==> src/rtl/demux8to1_16b_buf.sv <==
// ============================================================================
// Module   : demux8to1_16b_buf
// Brief    : Buffered 1-to-8 word distributor with per-slot valid/ack holding
//            registers; select codes 110/111 discard and bump a drop counter.
// Revision : 1.0 - initial release
// ============================================================================
`default_nettype none

module demux8to1_16b_buf #(
  parameter int WIDTH = 16,
  parameter int NSLOT = 8,
  parameter int DROPW = 8
) (
  input  logic                   clk,
  input  logic                   reset,
  input  logic                   in_valid,
  output logic                   in_ready,
  input  logic [WIDTH-1:0]       in_data,
  input  logic [2:0]             in_sel,
  output logic [NSLOT*WIDTH-1:0] out_data,
  output logic [NSLOT-1:0]       out_valid,
  input  logic [NSLOT-1:0]       out_ack,
  output logic [DROPW-1:0]       drop_count
);

  localparam int         c_NLIVE         = 6;
  localparam logic [2:0] c_FIRST_DISCARD = 3'd6;

  typedef enum logic {
    S_EMPTY = 1'b0,
    S_FULL  = 1'b1
  } slot_state_t;

  logic w_discard;
  logic w_accept;

  assign w_discard = (in_sel >= c_FIRST_DISCARD);
  // A full slot can still take a word in the same cycle its consumer drains it.
  assign in_ready  = w_discard | ~out_valid[in_sel] | out_ack[in_sel];
  assign w_accept  = in_valid & in_ready;

  for (genvar k = 0; k < NSLOT; k++) begin : g_slot
    if (k < c_NLIVE) begin : g_live
      slot_state_t      r_state;
      logic [WIDTH-1:0] r_data;
      logic             w_load;

      assign w_load = w_accept & (in_sel == 3'(k));

      always_ff @(posedge clk or posedge reset) begin
        if (reset) begin
          r_state <= S_EMPTY;
          r_data  <= '0;
        end else begin
          case (r_state)
            S_EMPTY: begin
              if (w_load) begin
                r_state <= S_FULL;
                r_data  <= in_data;
              end
            end
            S_FULL: begin
              if (w_load) begin
                r_data <= in_data;
              end else if (out_ack[k]) begin
                r_state <= S_EMPTY;
              end
            end
            default: r_state <= S_EMPTY;
          endcase
        end
      end

      assign out_valid[k]                 = (r_state == S_FULL);
      assign out_data[k*WIDTH +: WIDTH]   = r_data;
    end else begin : g_unused
      assign out_valid[k]                 = 1'b0;
      assign out_data[k*WIDTH +: WIDTH]   = '0;
    end
  end

  logic [DROPW-1:0] r_drop_count;

  always_ff @(posedge clk or posedge reset) begin
    if (reset) begin
      r_drop_count <= '0;
    end else if (w_accept && w_discard && (r_drop_count != {DROPW{1'b1}})) begin
      r_drop_count <= r_drop_count + 1'b1;
    end
  end

  assign drop_count = r_drop_count;

endmodule

`default_nettype wire

==> config.mk <==
export PLATFORM = sky130hd
export DESIGN_NAME = demux8to1_16b_buf
export DESIGN_NICKNAME = d
export VERILOG_FILES = /design/src/rtl/demux8to1_16b_buf.sv
export SDC_FILE = /design/constraint.sdc
export NUM_CORES = 1
export LEC_CHECK = 0
export CAP_MARGIN = 5
export CORE_ASPECT_RATIO = 0.75
export CORE_UTILIZATION = 30
export DETAILED_ROUTE_END_ITERATION = 6
export SETUP_SLACK_MARGIN = 0.05
export SLEW_MARGIN = 20
export SYNTH_ARGS = -nofsm -noshare
export SYNTH_HDL_FRONTEND = slang
export SYNTH_SLANG_ARGS = --single-unit
==> constraint.sdc <==
create_clock -name clk -period 5.15 [get_ports clk]
set_clock_uncertainty 0.1 [all_clocks]
set_input_delay 1.03 -clock clk [delete_from_list [all_inputs] [get_ports clk]]
set_output_delay 1.03 -clock clk [all_outputs]
set_load 0.01 [all_outputs]
---- After elaboration in Yosys (flattened, before gate mapping) ----
Index checks and enable logic that the tools add are counted.
operators by class
  magnitude comparators ................... 2
  add/subtract/negate cells ............... 1
  shift operators ......................... 0
  eq/ne operators ......................... 6
  multiply operators ...................... 0
  div/mod/pow operators ................... 0
  reduce and logical (&&, ||, !) cells .... 3
  bitwise logic cells ..................... 16
  muxes and demuxes ....................... 34
operator list
  kind                   number
  $mux W16               6
  $mux W1                20
  $pmux W1 S2            6
  $add A8 B1 Y8 const B  1
  $ne A8 B8 Y1 const B   1
  $and A1 B1 Y1          7
  $not A1 Y1             7
  $bmux W1 S3            2
  $eq A3 B2 Y1 const B   2
  $eq A3 B3 Y1 const B   2
  $lt A3 B4 Y1 const B   1
  $eq A3 B1 Y1 const B   1
  $ge A3 B3 Y1 const B   1
  $logic_not A3 Y1       1
  $logic_and A1 B1 Y1    2
  $or A1 B1 Y1           2
storage, ports and cells
  register bits ........................... 110
  output and inout bits ................... 145
  bits in latches ......................... 0
  memory bits (read-only) ................. 0
  memory bits (writable) .................. 0
  memories kept ........................... 0

---- Logic depth before layout (Yosys ltp) ----
Gate-level depths: netlist of the first run.
  word-level depth ........................ 9
  gate-level depth with buffers ........... 7

---- Least setup slack after synthesis of the first run ----
OpenSTA, ideal clock, no wires.
  kind .................................... input port to output port
  from .................................... input port in_sel[1]
  to ...................................... output port in_ready
  cell stages on the path ................. 3
  data arrival time ....................... 1860 ps
  data required time ...................... 4020 ps
  setup slack ............................. 2160 ps
  path buffers ............................ 1
  cells stage by stage .................... buf_2 mux4_2 a2bb2oi_1
on the way
  cells in the longest elaborated chain, start to end .. 5
  elaborated cells between the ends (all ways) .. 8
  those cells by class .................... 1 x order compare; 4 x mux; 3 x bitwise
ends and longest elaborated chain
  item                           RTL line  RTL
  start, declared                19        input logic [2:0] in_sel,
  $bmux W1 S3                    39        assign in_ready = w_discard | ~out_valid[in_sel] | out_ack[in_sel];
  $mux W1 (implied by the code)  39
  $not A1 Y1                     39
  $or A1 B1 Y1                   39
  $or A1 B1 Y1 *                 39
  end, declared                  17        output logic in_ready,
Every way passes the cells marked *; elsewhere a longest branch is shown, timed or not. The select of a mux whose other input is x is not followed.

---- Worst setup path in the final report of the first run ----
Same ends and word-level chain as after synthesis.

==> metrics.yaml, run 1 <==
floorplanning:
  die_x_um: 147
  coreArea_um2: 15300
  io_pins: 175
  die-area_um2: 16300
  initial_core_util_pct: 30.9
  die_y_um: 111
  rows: 39
grt:
  grt.met2_usage_pct: 22.5
  grt_max_degree: 77
  grtUsageMet1_pct: 18.1
  overflow: 0
  antenna_found_initial: 0
  grtUsageMet3_pct: 4.81
  grt_pass1_vias: 2983
  grt_pass1_wl_um: 17400
  grtUsageTotal_pct: 14.2
  grt-busiest-layer: "met2"
setup_path:
  critPathKind: "primary input to primary output"
  cp.arrival_ns: 2.90
  r2r_cells: 3
  crit_required_ns: 4.02
  cp-end-kind: "primary output"
  ff2ff_setup_slack_ns: 3.18
  r2r_end: "g_slot[2].g_live.r_data[8]"
  worst_setup_path_start_kind: "primary input"
  crit_path_max_fanout: 8
  r2r_start: "g_slot[2].g_live.r_state"
timing:
  fin_crit_ns: 4.03
  period_share_pct: 78.2
  fmax_ghz: 0.248
  setup_viol: 0
  slew_headroom_pct: 37.1
  tns_ns: 0
  rsz0062_at_grt: "false"
  worst-slew-pin-transition_ns: 0.943
  slew_violations: 0
  final-hold-violation-count: 0
layout:
  layout_common_cells: "clkdlybuf4s50_1 (138), dfrtp_1 (110), mux2_2 (77), conb_1 (34), mux2_4 (19)"
  drive_above_1_share_pct: 26.8
  final_common_cell: "clkdlybuf4s50_1"
  fin_util_pct: 41.9
  num_antenna_cells: 0
  nets: 475
  fin_area_um2: 6430
  syn2layout_area_growth_pct: 35.7
placement:
  postPlaceCellArea_um2: 6120
  portBuffers: 138
  hpwlAfterDp_um: 7340
  gp_congestion: 0.703
cts:
  postCtsSetupBuffers: 0
  cts.clk_slew.worst_paths_ns: 0.07
  numCtsBuffers: 9
  cts_tree: "yes"
  postCtsHoldBufs: 0
  clockRootBuffer: "clkbuf_16"
  htreeDepth: 3
  clk_latency_ns: 0.34
  cts_sinks: 110
  cts.path.max_buffers: 2
  cts_resized: 0
synthesis:
  syn_area_per_cell_um2: 15.2
  synthCells: 312
  ys_ff_latch: 110
  synth.distinct_cells: 38
  synthArstFlopShare_pct: 100
  synth_area_um2: 4740
  synth-edff-count: 0
  ys_seq_area_share_pct: 58.1
  synthFlopType: "dfrtp_1"
  ys_warn_count: 0
drt:
  route.antenna.remaining_nets: 0
  dr.first_iter.drc_count: 85
  wire_per_inst_um: 16.7
  drt-total-wl_um: 10900
  drc: 0
  first_pass_iters: 4
  vias: 2806
  avgViaCountPerCell: 4.30
run:
  maxCapViolations: 0
min_path:
  min_from: "g_slot[3].g_live.r_data[15]"
  holdPathEnd: "g_slot[3].g_live.r_data[15]"
  holdCritPathClass: "flip-flop to flip-flop"
  hold_depth: 1
run_status:
  status: "finished, final reports clean"
power:
  vdd_drop_max_uv: 166
  p_leak_nw: 2.80
  p_per_area_nw_per_um2: 418
  total_power_w: 0.00269
[registers in the layout, indices dropped and copies added, names as in the netlist]
name and cells:
g_slot.g_live.r_data 96, drop_count 8, g_slot.g_live.r_state 6
[synthesized netlist by cell type (2+ instances only)]
cell type    n  share of area (%)
mux2_2      77                 18
dfrtp_1    110                 58
buf_2        6               0.63
buf_4       41                6.5
and4_1       2               0.37
a211oi_1     2               0.32
buf_6        3               0.71
nand2b_1     7               0.92
mux2_1       2               0.48
nand3_4      2               0.74
xor2_1       4               0.74
nand2_1      9               0.71
mux2_4      19                6.0
mux2i_1      2               0.42
nand3_1      2               0.21
nand4_2      2               0.53
[logic make-up after synthesis]
logic type	share of synthesized area [%]
xor gates and xnor gates	0.924
adders and majority gates	0.264
other	0.0792
and+or+nand+nor	5.41
DFF	58.1
AOI/OAI and AO/OA	1.08
buffers and inverters	8.43
muxes	25.7
[worst max-delay path, stage by stage]
cell             delay (ns)
clkdlybuf4s50_1        0.68
mux4_2                 0.57
a2bb2oi_1              0.14
clkdlybuf4s50_1        0.48
[worst max path at each step]
stage                     startpoint            end  slack, ns
after global placement     in_sel[1]       in_ready       1.12
after detailed placement   in_sel[1]       in_ready       1.10
after CTS                  in_sel[1]       in_ready       1.09
after floorplan                reset  drop_count[0]       1.12
after global routing       in_sel[1]       in_ready       1.07
final                      in_sel[1]       in_ready       1.12
[metrics by stage]
step	worst slack (ns)	cells	hold WS, ns
finish	1.12	653	0.395
global route	1.07	653	0.420
CTS	1.09	653	0.400
floorplan	1.12	345	0.389
detailed placement	1.10	638	0.384
global placement	1.12	638	0.371
[where the power goes]
part	internal (W)	switching, W	total (W)
registers	0.00105	0.000114	0.00117
clock network	0.000423	0.000304	0.000727
logic	0.000499	0.000294	0.000792
total	0.00198	0.000711	0.00269
[metal layers]
metal / part of all wire, % / vias to the layer above / wire (um)
met3: 5.9 / 9 / 643
met4: 1.2 / 0 / 133
met1: 44 / 1438 / 4840
met5: 0 / - / 0
met2: 48 / 86 / 5280
li1: - / 1273 / -
[final cells by class]
type	count	area, um2
clock inverter	4	72.6
tap	205	256
clock buffer	11	233
timing repair buffer	140	1400
fill	1430	8900
inverter	1	6.26
multi-input combinational	182	1710
sequential	110	2750
Note: power is estimated with default switching activity, not from simulation.
==> run 2: changes to the inputs <==
clock period = 4 ns   (was 5.15 ns; I/O delays follow)
==> metrics.yaml, run 2 (same netlist as run 1, synthesis figures left out) <==
cts:
  postCtsHoldBufs: 0  # unchanged
  clockRootBuffer: "clkbuf_16"
  numCtsBuffers: 9  # unchanged
  htreeDepth: 3  # unchanged
  clk_latency_ns: 0.34  # about the same
  cts.clk_slew.worst_paths_ns: 0.07  # about the same
  cts.path.max_buffers: 2  # unchanged
  postCtsSetupBuffers: 0  # unchanged
  cts_resized: 0  # unchanged
  cts_sinks: 110  # unchanged
  cts_tree: "yes"
layout:
  multi_input_area_um2: 1710  # unchanged
  fin_cells: 655  # +0.31%
  num_antenna_cells: 0  # unchanged
  syn2layout_area_growth_pct: 36.6
  nets: 477  # +0.42%
  regMostFlops: "g_slot.g_live.r_data"
  final_common_cell: "clkdlybuf4s50_1"
  drive_above_1_share_pct: 27.6  # +0.77 points
  largest_register_ffs: 96  # unchanged
  fillers: 1427  # -0.21%
  layout_common_cells: "clkdlybuf4s50_1 (138), dfrtp_1 (110), mux2_2 (77), conb_1 (34), mux2_4 (19)"
  regArea_um2: 2750  # unchanged
grt:
  grtUsageTotal_pct: 14.1  # -0.065 points
  grt_pass1_vias: 2993  # +0.34%
  overflow: 0  # unchanged
  grt_max_degree: 72  # -6.5%
  grt_pass1_wl_um: 17300  # -0.28%
  antenna_found_initial: 0  # unchanged
placement:
  dp.cells: 640  # +0.31%
  hpwlAfterDp_um: 7430  # +1.2%
  gp_congestion: 0.732  # +4.1%
  portBuffers: 138  # unchanged
min_path:
  min_from: "g_slot[3].g_live.r_data[15]"
  holdCritPathClass: "flip-flop to flip-flop"
drt:
  wl_met1_um: 4780  # -1.2%
  first_pass_iters: 4  # unchanged
  wl_met3_um: 698  # +8.6%
  routed-wl-met2_um: 5190  # -1.7%
  drt-total-wl_um: 10800  # -0.82%
  avgViaCountPerCell: 4.28  # -0.41%
  route.antenna.remaining_nets: 0  # unchanged
  dr.first_iter.drc_count: 70  # -18%
  wire_per_inst_um: 16.5  # -1.1%
  highest_layer: "met4"
  drc: 0  # unchanged
  vias: 2803  # -0.11%
power:
  total_power_w: 0.00349  # +30%
  vdd_drop_max_uv: 222  # +34%
  p_leak_nw: 2.83  # +0.87%
  p_per_area_nw_per_um2: 539  # +29%
timing:
  slew_violations: 0  # unchanged
  slew_headroom_pct: 40.7  # +3.6 points
  period_share_pct: 86.1
  fmax_ghz: 0.291
  rsz0062_at_grt: "false"
  setup_viol: 0  # unchanged
  tns_ns: 0  # unchanged
  final-hold-violation-count: 0  # unchanged
  worst-slew-pin-transition_ns: 0.889  # -0.0542 ns
  fin_crit_ns: 3.44
floorplanning:
  die-area_um2: 16300  # unchanged
  initial_core_util_pct: 30.9  # unchanged
  rows: 39  # unchanged
  io_pins: 175  # unchanged
  coreArea_um2: 15300  # unchanged
  die_y_um: 111  # unchanged
  die_x_um: 147  # unchanged
setup_path:
  r2r_start: "g_slot[2].g_live.r_state"
  cp-end-kind: "primary output"
  crit_slowest_cell: "mux4_2"
  crit_required_ns: 3.10  # -0.92 ns
  path_buf_inv: 2  # unchanged
  critPathKind: "primary input to primary output"
  cp.arrival_ns: 2.54  # -0.36 ns
  worst_setup_path_start_kind: "primary input"
  cpLargestDelayFamily: "buffers and inverters"
  critical-path-max-stage-delay_ns: 0.48  # -0.20 ns
  crit_path_max_fanout: 3  # -5
  path_cells: "clkdlybuf4s50_1 > nand2b_1 > mux4_2 > a2bb2oi_1 > clkdlybuf4s50_1"
  cp_common_cell: "clkdlybuf4s50_1"
  crit_start: "out_ack[1]"
run_status:
  status: "finished, final reports clean"
run:
  maxCapViolations: 0  # unchanged
## run 2: changes by cell type in the layout (fill, tap and decap cells not counted)
cell,before,now
buf_12,0,1
buf_4,2,3
clkbuf_1,2,0
clkinv_2,1,0
clkinv_4,0,2
clkinvlp_4,1,0
inv_6,0,2
## run 2: metrics by stage
step	setup WS, ns	utilization, %	area, um2	hold slack (ns)
after floorplan	0.198	-	4860	0.389
after global placement	0.547	40.1	6150	0.373
after detailed placement	0.544	40.1	6150	0.384
after CTS	0.548	42.2	6470	0.403
after global routing	0.495	42.2	6470	0.425
final	0.558	42.2	6470	0.399
## run 2: power by group
group / internal [W] / total [W] / leakage (nW) / switching [W]
Clock: 0.000552 / 0.000964 / 0.156 / 0.000411
Combinational: 0.000644 / 0.00102 / 1.33 / 0.000378
Sequential: 0.00136 / 0.00150 / 1.34 / 0.000145
Total: 0.00255 / 0.00349 / 2.83 / 0.000934
## run 2: worst paths after layout
path                                               endpoint  slack (ns)  depth (start not counted)
min in group asynchronous       g_slot[5].g_live.r_data[11]        0.90                          2
max in group asynchronous        g_slot[4].g_live.r_data[6]        2.18                          3
worst max register to register  g_slot[2].g_live.r_data[15]        2.19                          4
worst min-delay path            g_slot[3].g_live.r_data[15]        0.40                          1
worst min register to register  g_slot[3].g_live.r_data[15]        0.40                          1
worst max-delay path                               in_ready        0.56                          5
## run 2: worst register-to-register path, cell delays in order, from the launching register on
cell	delay [ns]
dfrtp_1	0.38
nand2b_1	0.16
nand4_2	0.42
buf_4	0.37
mux2_2	0.29
## run 2: final cells by class
class,instances,share of cell area (%)
clock buffers,9,3.48
clock inverters,6,1.47
inverters,1,0.0967
multi-input cells,182,26.4
flip-flops and latches,110,42.6
well taps,205,3.97
repair buffers,142,22.0
## run 2: routing by layer
layer  vias to the layer above  GRT usage (%)
met1                      1417           17.6
li1                       1280              -
met4                         0           4.88
met2                        93           22.6
met5                         -              0
met3                        13           4.94
